$ cat config.mk
export PLATFORM = sky130hd
export DESIGN_NAME = mac_operand_feeder
export DESIGN_NICKNAME = d
export VERILOG_FILES = /design/src/rtl/mac_operand_feeder.sv
export SDC_FILE = /design/constraint.sdc
export NUM_CORES = 1
export LEC_CHECK = 0
export CORE_MARGIN = 1.5
export CORE_UTILIZATION = 35
export DETAILED_ROUTE_END_ITERATION = 7
export PLACE_DENSITY_LB_ADDON = 0.15
export SETUP_SLACK_MARGIN = 0.1
export SYNTH_ARGS = -nofsm -noshare
export SYNTH_HDL_FRONTEND = slang
export SYNTH_SLANG_ARGS = --single-unit
$ cat constraint.sdc
create_clock -name clk_i -period 5.1 [get_ports clk_i]
set_input_delay 0.51 -clock clk_i [delete_from_list [all_inputs] [get_ports clk_i]]
set_output_delay 0.51 -clock clk_i [all_outputs]
set_load 0.02 [all_outputs]
$ cat src/rtl/mac_operand_feeder.sv
// ---------------------------------------------------------------------------
// mac_operand_feeder
//
// Producer side of the MAC PE operand interface. Once started, it walks a
// K-long dot product through two 1-cycle-latency SRAM read ports (A and B).
// It forwards the returned data to a single PE as an a/b operand pair. It
// raises acc_clr_o with the first pair so the PE loads rather than
// accumulates. done_o pulses once the PE accumulator holds the final sum.
//
// Ports
//   clk_i        clock
//   rst_ni       asynchronous reset, active-low
//   start_i      start a dot product (only honoured while idle)
//   abort_i      synchronous abort, back to idle without done
//   k_len_i      number of operand pairs K (0 allowed), sampled with start
//   a_base_i     first A address, sampled with start
//   b_base_i     first B address, sampled with start
//   b_stride_i   B address increment per element, sampled with start
//   mem_req_o    read request to both SRAMs this cycle
//   a_addr_o     A SRAM read address
//   b_addr_o     B SRAM read address
//   a_rdata_i    A read data, valid the cycle after a request
//   b_rdata_i    B read data, valid the cycle after a request
//   a_o / b_o    operands to the PE (straight from the SRAM read data)
//   a_valid_o    A operand valid
//   b_valid_o    B operand valid (always equal to a_valid_o)
//   acc_clr_o    PE accumulator clear/load, high with the first pair only
//   busy_o       high whenever the feeder is not idle
//   done_o       1-cycle pulse, PE result is final in this cycle
// ---------------------------------------------------------------------------
module mac_operand_feeder #(
  parameter int unsigned DataWidthA = 8,
  parameter int unsigned DataWidthB = 8,
  parameter int unsigned AddrWidth  = 8
) (
  input  logic                  clk_i,
  input  logic                  rst_ni,
  input  logic                  start_i,
  input  logic                  abort_i,
  input  logic [AddrWidth-1:0]  k_len_i,
  input  logic [AddrWidth-1:0]  a_base_i,
  input  logic [AddrWidth-1:0]  b_base_i,
  input  logic [AddrWidth-1:0]  b_stride_i,
  output logic                  mem_req_o,
  output logic [AddrWidth-1:0]  a_addr_o,
  output logic [AddrWidth-1:0]  b_addr_o,
  input  logic [DataWidthA-1:0] a_rdata_i,
  input  logic [DataWidthB-1:0] b_rdata_i,
  output logic [DataWidthA-1:0] a_o,
  output logic [DataWidthB-1:0] b_o,
  output logic                  a_valid_o,
  output logic                  b_valid_o,
  output logic                  acc_clr_o,
  output logic                  busy_o,
  output logic                  done_o
);

  typedef enum logic [1:0] {
    StIdle,
    StFetch,
    StDrain,
    StDone
  } state_e;

  state_e               state_q, state_d;
  logic                 mem_req_q, mem_req_d;
  logic [AddrWidth-1:0] a_addr_q, a_addr_d;
  logic [AddrWidth-1:0] b_addr_q, b_addr_d;
  logic [AddrWidth-1:0] cnt_q, cnt_d;
  logic [AddrWidth-1:0] k_len_q, k_len_d;
  logic [AddrWidth-1:0] stride_q, stride_d;
  logic                 first_q, first_d;
  logic                 valid_q, valid_d;
  logic                 clr_q, clr_d;
  logic                 busy_q, busy_d;
  logic                 done_q, done_d;

  // Next-state and next-output logic. cnt_q counts requests issued so far,
  // including the one on mem_req_o this cycle. When it reaches K, the fetch
  // phase ends. first_q marks the cycle carrying the first request. Its data
  // comes back one cycle later, so the valid and clear flags are simply the
  // request flags delayed by one register stage.
  always_comb begin
    state_d  = state_q;
    mem_req_d = 1'b0;
    a_addr_d = a_addr_q;
    b_addr_d = b_addr_q;
    cnt_d    = cnt_q;
    k_len_d  = k_len_q;
    stride_d = stride_q;
    first_d  = 1'b0;
    valid_d  = mem_req_q;
    clr_d    = mem_req_q & first_q;

    unique case (state_q)
      StIdle: begin
        if (start_i) begin
          k_len_d  = k_len_i;
          stride_d = b_stride_i;
          if (k_len_i != '0) begin
            state_d   = StFetch;
            mem_req_d = 1'b1;
            a_addr_d  = a_base_i;
            b_addr_d  = b_base_i;
            cnt_d     = AddrWidth'(1);
            first_d   = 1'b1;
          end else begin
            // An empty dot product skips straight to done without
            // touching memory or the PE.
            state_d = StDone;
          end
        end
      end
      StFetch: begin
        if (cnt_q == k_len_q) begin
          state_d = StDrain;
        end else begin
          mem_req_d = 1'b1;
          a_addr_d  = a_addr_q + AddrWidth'(1);
          b_addr_d  = b_addr_q + stride_q;
          cnt_d     = cnt_q + AddrWidth'(1);
        end
      end
      StDrain: begin
        state_d = StDone;
      end
      StDone: begin
        state_d = StIdle;
      end
      default: begin
        state_d = StIdle;
      end
    endcase

    // Abort wins over everything once a run is underway. Any read already
    // in flight still returns data next cycle. Clearing valid_d here keeps
    // that data from reaching the PE.
    if (abort_i && (state_q != StIdle)) begin
      state_d   = StIdle;
      mem_req_d = 1'b0;
      first_d   = 1'b0;
      valid_d   = 1'b0;
      clr_d     = 1'b0;
    end

    busy_d = (state_d != StIdle);
    done_d = (state_d == StDone);
  end

  // State and output registers. Every control output is driven from a
  // flop, so it comes up clean out of reset and stays glitch-free.
  always_ff @(posedge clk_i or negedge rst_ni) begin
    if (!rst_ni) begin
      state_q   <= StIdle;
      mem_req_q <= 1'b0;
      a_addr_q  <= '0;
      b_addr_q  <= '0;
      cnt_q     <= '0;
      k_len_q   <= '0;
      stride_q  <= '0;
      first_q   <= 1'b0;
      valid_q   <= 1'b0;
      clr_q     <= 1'b0;
      busy_q    <= 1'b0;
      done_q    <= 1'b0;
    end else begin
      state_q   <= state_d;
      mem_req_q <= mem_req_d;
      a_addr_q  <= a_addr_d;
      b_addr_q  <= b_addr_d;
      cnt_q     <= cnt_d;
      k_len_q   <= k_len_d;
      stride_q  <= stride_d;
      first_q   <= first_d;
      valid_q   <= valid_d;
      clr_q     <= clr_d;
      busy_q    <= busy_d;
      done_q    <= done_d;
    end
  end

  assign mem_req_o = mem_req_q;
  assign a_addr_o  = a_addr_q;
  assign b_addr_o  = b_addr_q;
  assign a_o       = a_rdata_i;
  assign b_o       = b_rdata_i;
  assign a_valid_o = valid_q;
  assign b_valid_o = valid_q;
  assign acc_clr_o = clr_q;
  assign busy_o    = busy_q;
  assign done_o    = done_q;

endmodule

### Word-level counts from Yosys, hierarchy flattened

Index checks and enable logic that the tools add are counted.

| word-level totals | value |
|---|---|
| register bits after elaboration | 48 |
| output and inout port bits | 38 |
| word-level logic and storage cells | 58 |

| cells by class | value |
|---|---|
| add/subtract/negate cells | 3 |
| eq/ne operators | 8 |
| muxes and demuxes | 26 |
| bitwise operators | 1 |
| reductions and logical operators | 8 |

Operators by type and width:

| cell | count |
|---|---|
| 2-to-1 mux 8 bit | 9 |
| one-hot mux 8 bit (2 select lines) | 3 |
| adder 8 x 1 -> 8 bit (second input constant) | 2 |
| adder 8 bit | 1 |
| equality test 8 bit | 1 |
| 2-to-1 mux 1 bit | 8 |
| 2-to-1 mux 2 bit | 4 |
| one-hot mux 2 bit (4 select lines) | 1 |
| nonzero test 8 bit | 1 |
| equality test 2 bit (second input constant) | 3 |
| inequality test 2 bit (second input constant) | 3 |
| nonzero test 2 bit | 3 |
| AND reduction 4 bit | 1 |
| equality test 2 x 1 -> 1 bit (second input constant) | 1 |
| zero test 2 bit | 1 |
| one-hot mux 1 bit (2 select lines) | 1 |
| AND reduction 2 bit | 1 |
| bitwise AND 1 bit | 1 |
| logical AND 1 bit | 1 |

### Logic depth before layout (Yosys ltp)

| depth | value |
|---|---|
| word-level depth | 6 |
| mapped depth | 8 |
| depth with buffers taken out | 8 |

### Worst setup path after synthesis

OpenSTA, ideal clock, no wires.

| timing path | value |
|---|---|
| path type | register to register |
| start point | reg b_addr_q[0], in the netlist b_addr_o[0] |
| end point | reg b_addr_q[4], in the netlist b_addr_o[4] |
| setup time | 0.083 ns |
| data arrival time | 1.791 ns |
| slack | 3.226 ns |
| stages on the path, launching flop included | 9 |
| path through | dfrtp_1 -> ha_1 -> inv_1 -> fa_1 -> nand2b_1 -> a21bo_2 -> a211oi_1 -> a21oi_1 -> o21ai_0 |

| between the ends | value |
|---|---|
| word-level cells in the longest chain between the ends | 3 |

RTL lines:

| what | RTL line | text |
|---|---|---|
| from (decl) | 68 | `logic [AddrWidth-1:0] b_addr_q, b_addr_d;` |
| from (signal assigned) | 170 | `b_addr_q <= b_addr_d;` |
| adder 8 bit | 120 | `b_addr_d = b_addr_q + stride_q;` |
| 2-to-1 mux 8 bit | 115 | `if (cnt_q == k_len_q) begin` |
| one-hot mux 8 bit (2 select lines) | 95 | `unique case (state_q)` |

Every way passes these cells. The select of a mux whose other input is x is not followed.
A chain may end at the register's enable or synchronous reset.

### Worst setup path in the final report

| timing path | value |
|---|---|
| start point | reg state_q[1] |
| end point | reg a_addr_q[0], in the netlist a_addr_o[0] |

| between the ends | value |
|---|---|
| word-level cells in the longest chain between the ends | 3 |

RTL lines:

| what | RTL line | text |
|---|---|---|
| from (decl) | 65 | `state_e state_q, state_d;` |
| from (signal assigned) | 154 | `state_q <= StIdle;` |
| from (signal assigned) | 167 | `state_q <= state_d;` |
| equality test 2 x 1 -> 1 bit / zero test 2 bit (equally long branches) | 95 |  |
| inequality test 2 bit (no line) / nonzero test 2 bit (equally long branches) | n/a |  |
| AND reduction 4 bit (no line) | n/a |  |
| to (signal assigned) | 169 | `a_addr_q <= a_addr_d;` |
| to (decl) | 67 | `logic [AddrWidth-1:0] a_addr_q, a_addr_d;` |

Parallel ways exist; a longest one is shown, timed or not.

==> flow_summary.toml <==
[final_layout]
finalNetCount = 381
diodes = 0
design_area_mm2 = 0.003387
layout-drive-gt1-share_pct = 10.94
syn_to_final_growth_pct = 23.16
mostFrequentLayoutCells = "56 x clkdlybuf4s50_1, 48 x dfrtp_1, 28 x nand2_1, 18 x o21ai_0, 15 x mux2_2"
fin_util_pct = 44.29
final_common_cell = "clkdlybuf4s50_1"

[global_routing]
gr-total-overflow = 0
grt_pass1_wl_um = 10610
grt_start_max_net_pins = 49
grt_pass1_vias = 2049
track_usage_pct = 16.06
antenna_found_initial = 0

[yosys]
synthArstFlopShare_pct = 100.0
ys_ff_latch = 48
synth_edf_count = 0
syn_inst = 281
synthFlopType = "dfrtp_1"
syn_avg_cell_area_um2 = 9.787
yosysWarnings = 0
synthesis.area_mm2 = 0.002750
yosysSeqAreaShare_pct = 43.68
synth_nets = 343
ys_types = 46

[critical_path]
critPathBufInv = 0
slowest_stage = "a21oi_4"
critPathCaptureType = "flop"
cp_top_family = "compound AO/OA/AOI/OAI gates"
critPathLaunchType = "flop"
critPathMaxStageDelay_ns = 0.73
cp_num_cells = 4
crit_fanout = 26
rr_worst_depth = 4
worstSetupPathType = "reg2reg"
crit_required_ns = 5.31
crit_arrival_ns = 2.71
path_cells = "nand2b_1 -> a21oi_4 -> nor2_1 -> a211o_1"

[floorplanning]
io-pin-count = 90
floorplan.initialDensity_pct = 35.96
dieArea_mm2 = 0.008398
die_h_um = 91.64
num_rows = 32
core_area_mm2 = 0.007647
die_w_um = 91.64

[placement]
gp_congestion = 0.8006
dp_hpwl_um = 4334
dpl_cell_area_mm2 = 0.003276
io_buffers = 57

[clock_tree]
postCtsSetupBuffers = 0
clkSlewWorstSetupHoldPaths_ns = 0.10
clk_latency_ns = 0.31
clk_path_buf_depth = 2
htree_num_levels = 2
ctsHoldBuffers = 0
clock-sinks = 48
numCtsBuffers = 5
cts_tree = "built"
cts_resized = 0
root_buffer = "clkbuf_8"

[sta]
finalSetupViolations = 0
timing.final.crit_share_pct = 49.13
finalSetupTns_ns = 0
drv_slew = 0
rsz0062_at_grt = "false"
period_minus_slack_ns = 2.506
finalHoldViolations = 0
tightest_slew_ns = 1.059
max_freq_mhz = 399.1
clock_skew_ns = 0.007636
max_slew_margin_pct = 29.38
hold_ws_ns = 0.2894

[route]
wirelength_um = 6324
via_per_inst = 5.071
antenna_left = 0
drc = 0
dr_total_vias = 2140
wl_per_cell_um = 14.99
drtPass1Iterations = 4
first_iter_violations = 96

[run_status]
status = "finished clean"

[power]
ir_drop_mv = 0.2291
switching_share_pct = 43.22
total_leakage_power_nw = 1.420
switchingPower_mw = 0.9576
pwr-share-clk_pct = 12.8
p_int_mw = 1.258
comb_power_share_pct = 55.1
power.density_mw_per_mm2 = 654.1
seqPwrFrac_pct = 32.1

[hold_path]
holdCritPathClass = "in2async"

[flow_run]
drv_cap = 0
[final cells by class]
| type | instances | area (µm²) |
|---|---|---|
| Inverter | 9 | 33.78 |
| Tap cell | 102 | 127.6 |
| Clock buffer | 5 | 68.82 |
| Timing Repair Buffer | 60 | 588.1 |
| Clock inverter | 3 | 42.54 |
| Sequential cell | 48 | 1201 |
| Fill cell | 748 | 4260 |
| Multi-Input combinational cell | 195 | 1325 |
[cells in the mapped netlist (5+ instances only)]
cell type | n | share of area (%)
a31oi_1 | 8 | 1.8
inv_1 | 8 | 1.1
ha_1 | 9 | 4.1
o21ai_0 | 18 | 3.3
mux2i_1 | 5 | 1.8
a21oi_1 | 9 | 1.6
buf_2 | 6 | 1.1
nor3_1 | 11 | 2.0
buf_4 | 19 | 5.2
and3_1 | 9 | 2.0
nand2_1 | 28 | 3.8
o22ai_1 | 6 | 1.4
nor2_1 | 12 | 1.6
mux2_2 | 15 | 6.1
xnor2_1 | 8 | 2.5
dfrtp_1 | 48 | 44
nand4_1 | 5 | 1.1
nand3_1 | 9 | 1.6
[worst paths after layout]
kind	start	end	slack, ns
worst max register to register	state_q[1]	a_addr_o[0]	2.59
min in group clk_i	first_q	acc_clr_o	0.48
worst min register to register	first_q	acc_clr_o	0.48
worst max-delay path	state_q[1]	a_addr_o[0]	2.59
worst min-delay path	rst_ni	stride_q[7]	0.29
max in group asynchronous	rst_ni	state_q[0]	4.37
[layer usage]
| metal | part of all wire [%] | vias to the layer above | routed length [µm] | global-route usage (%) |
|---|---|---|---|---|
| li1 | - | 1066 | - | - |
| met1 | 50 | 999 | 3173 | 23.34 |
| met2 | 43 | 70 | 2727 | 23.57 |
| met3 | 5.6 | 5 | 351 | 3.897 |
| met4 | 1.1 | 0 | 71 | 4.688 |
| met5 | 0 | - | 0 | 0 |
[power groups by stage]
stage	Sequential, mW	Clock, mW	Combinational, mW
6_report	0.712	0.283	1.22
3_5_place_dp	0.721	0	1.22
4_1_cts	0.714	0.291	1.23
2_1_floorplan	0.774	0	0.810
5_1_grt	0.740	0.307	1.37
3_3_place_gp	0.719	0	1.21
[cell families after synthesis]
kind of cell | after synthesis | share of synthesized area [%]
buffers and inverters | 38 | 8.326
AO/OA/AOI/OAI | 61 | 14.29
multiplexers | 20 | 7.962
flip-flops | 48 | 43.68
adder cells (fa/ha/maj) | 10 | 4.823
XOR/XNOR | 11 | 3.503
AND/OR/NAND/NOR | 93 | 17.42
[per-stage QoR]
stage / setup slack [ns] / std cells / total power, mW
after CTS: 2.589 / 422 / 2.237
after floorplan: 3.226 / 281 / 1.584
after detailed placement: 2.536 / 414 / 1.944
after global placement: 2.593 / 414 / 1.925
final: 2.594 / 422 / 2.215
after global routing: 2.394 / 422 / 2.416
[state kept, by name, summed over array words and instances, names as in the netlist, 2 cells and up]
signal and cells:
stride_q 8, a_addr_o 8, cnt_q 8, b_addr_o 8
state_q 2, k_len_q 8
Note: power is estimated with default switching activity, not from simulation.
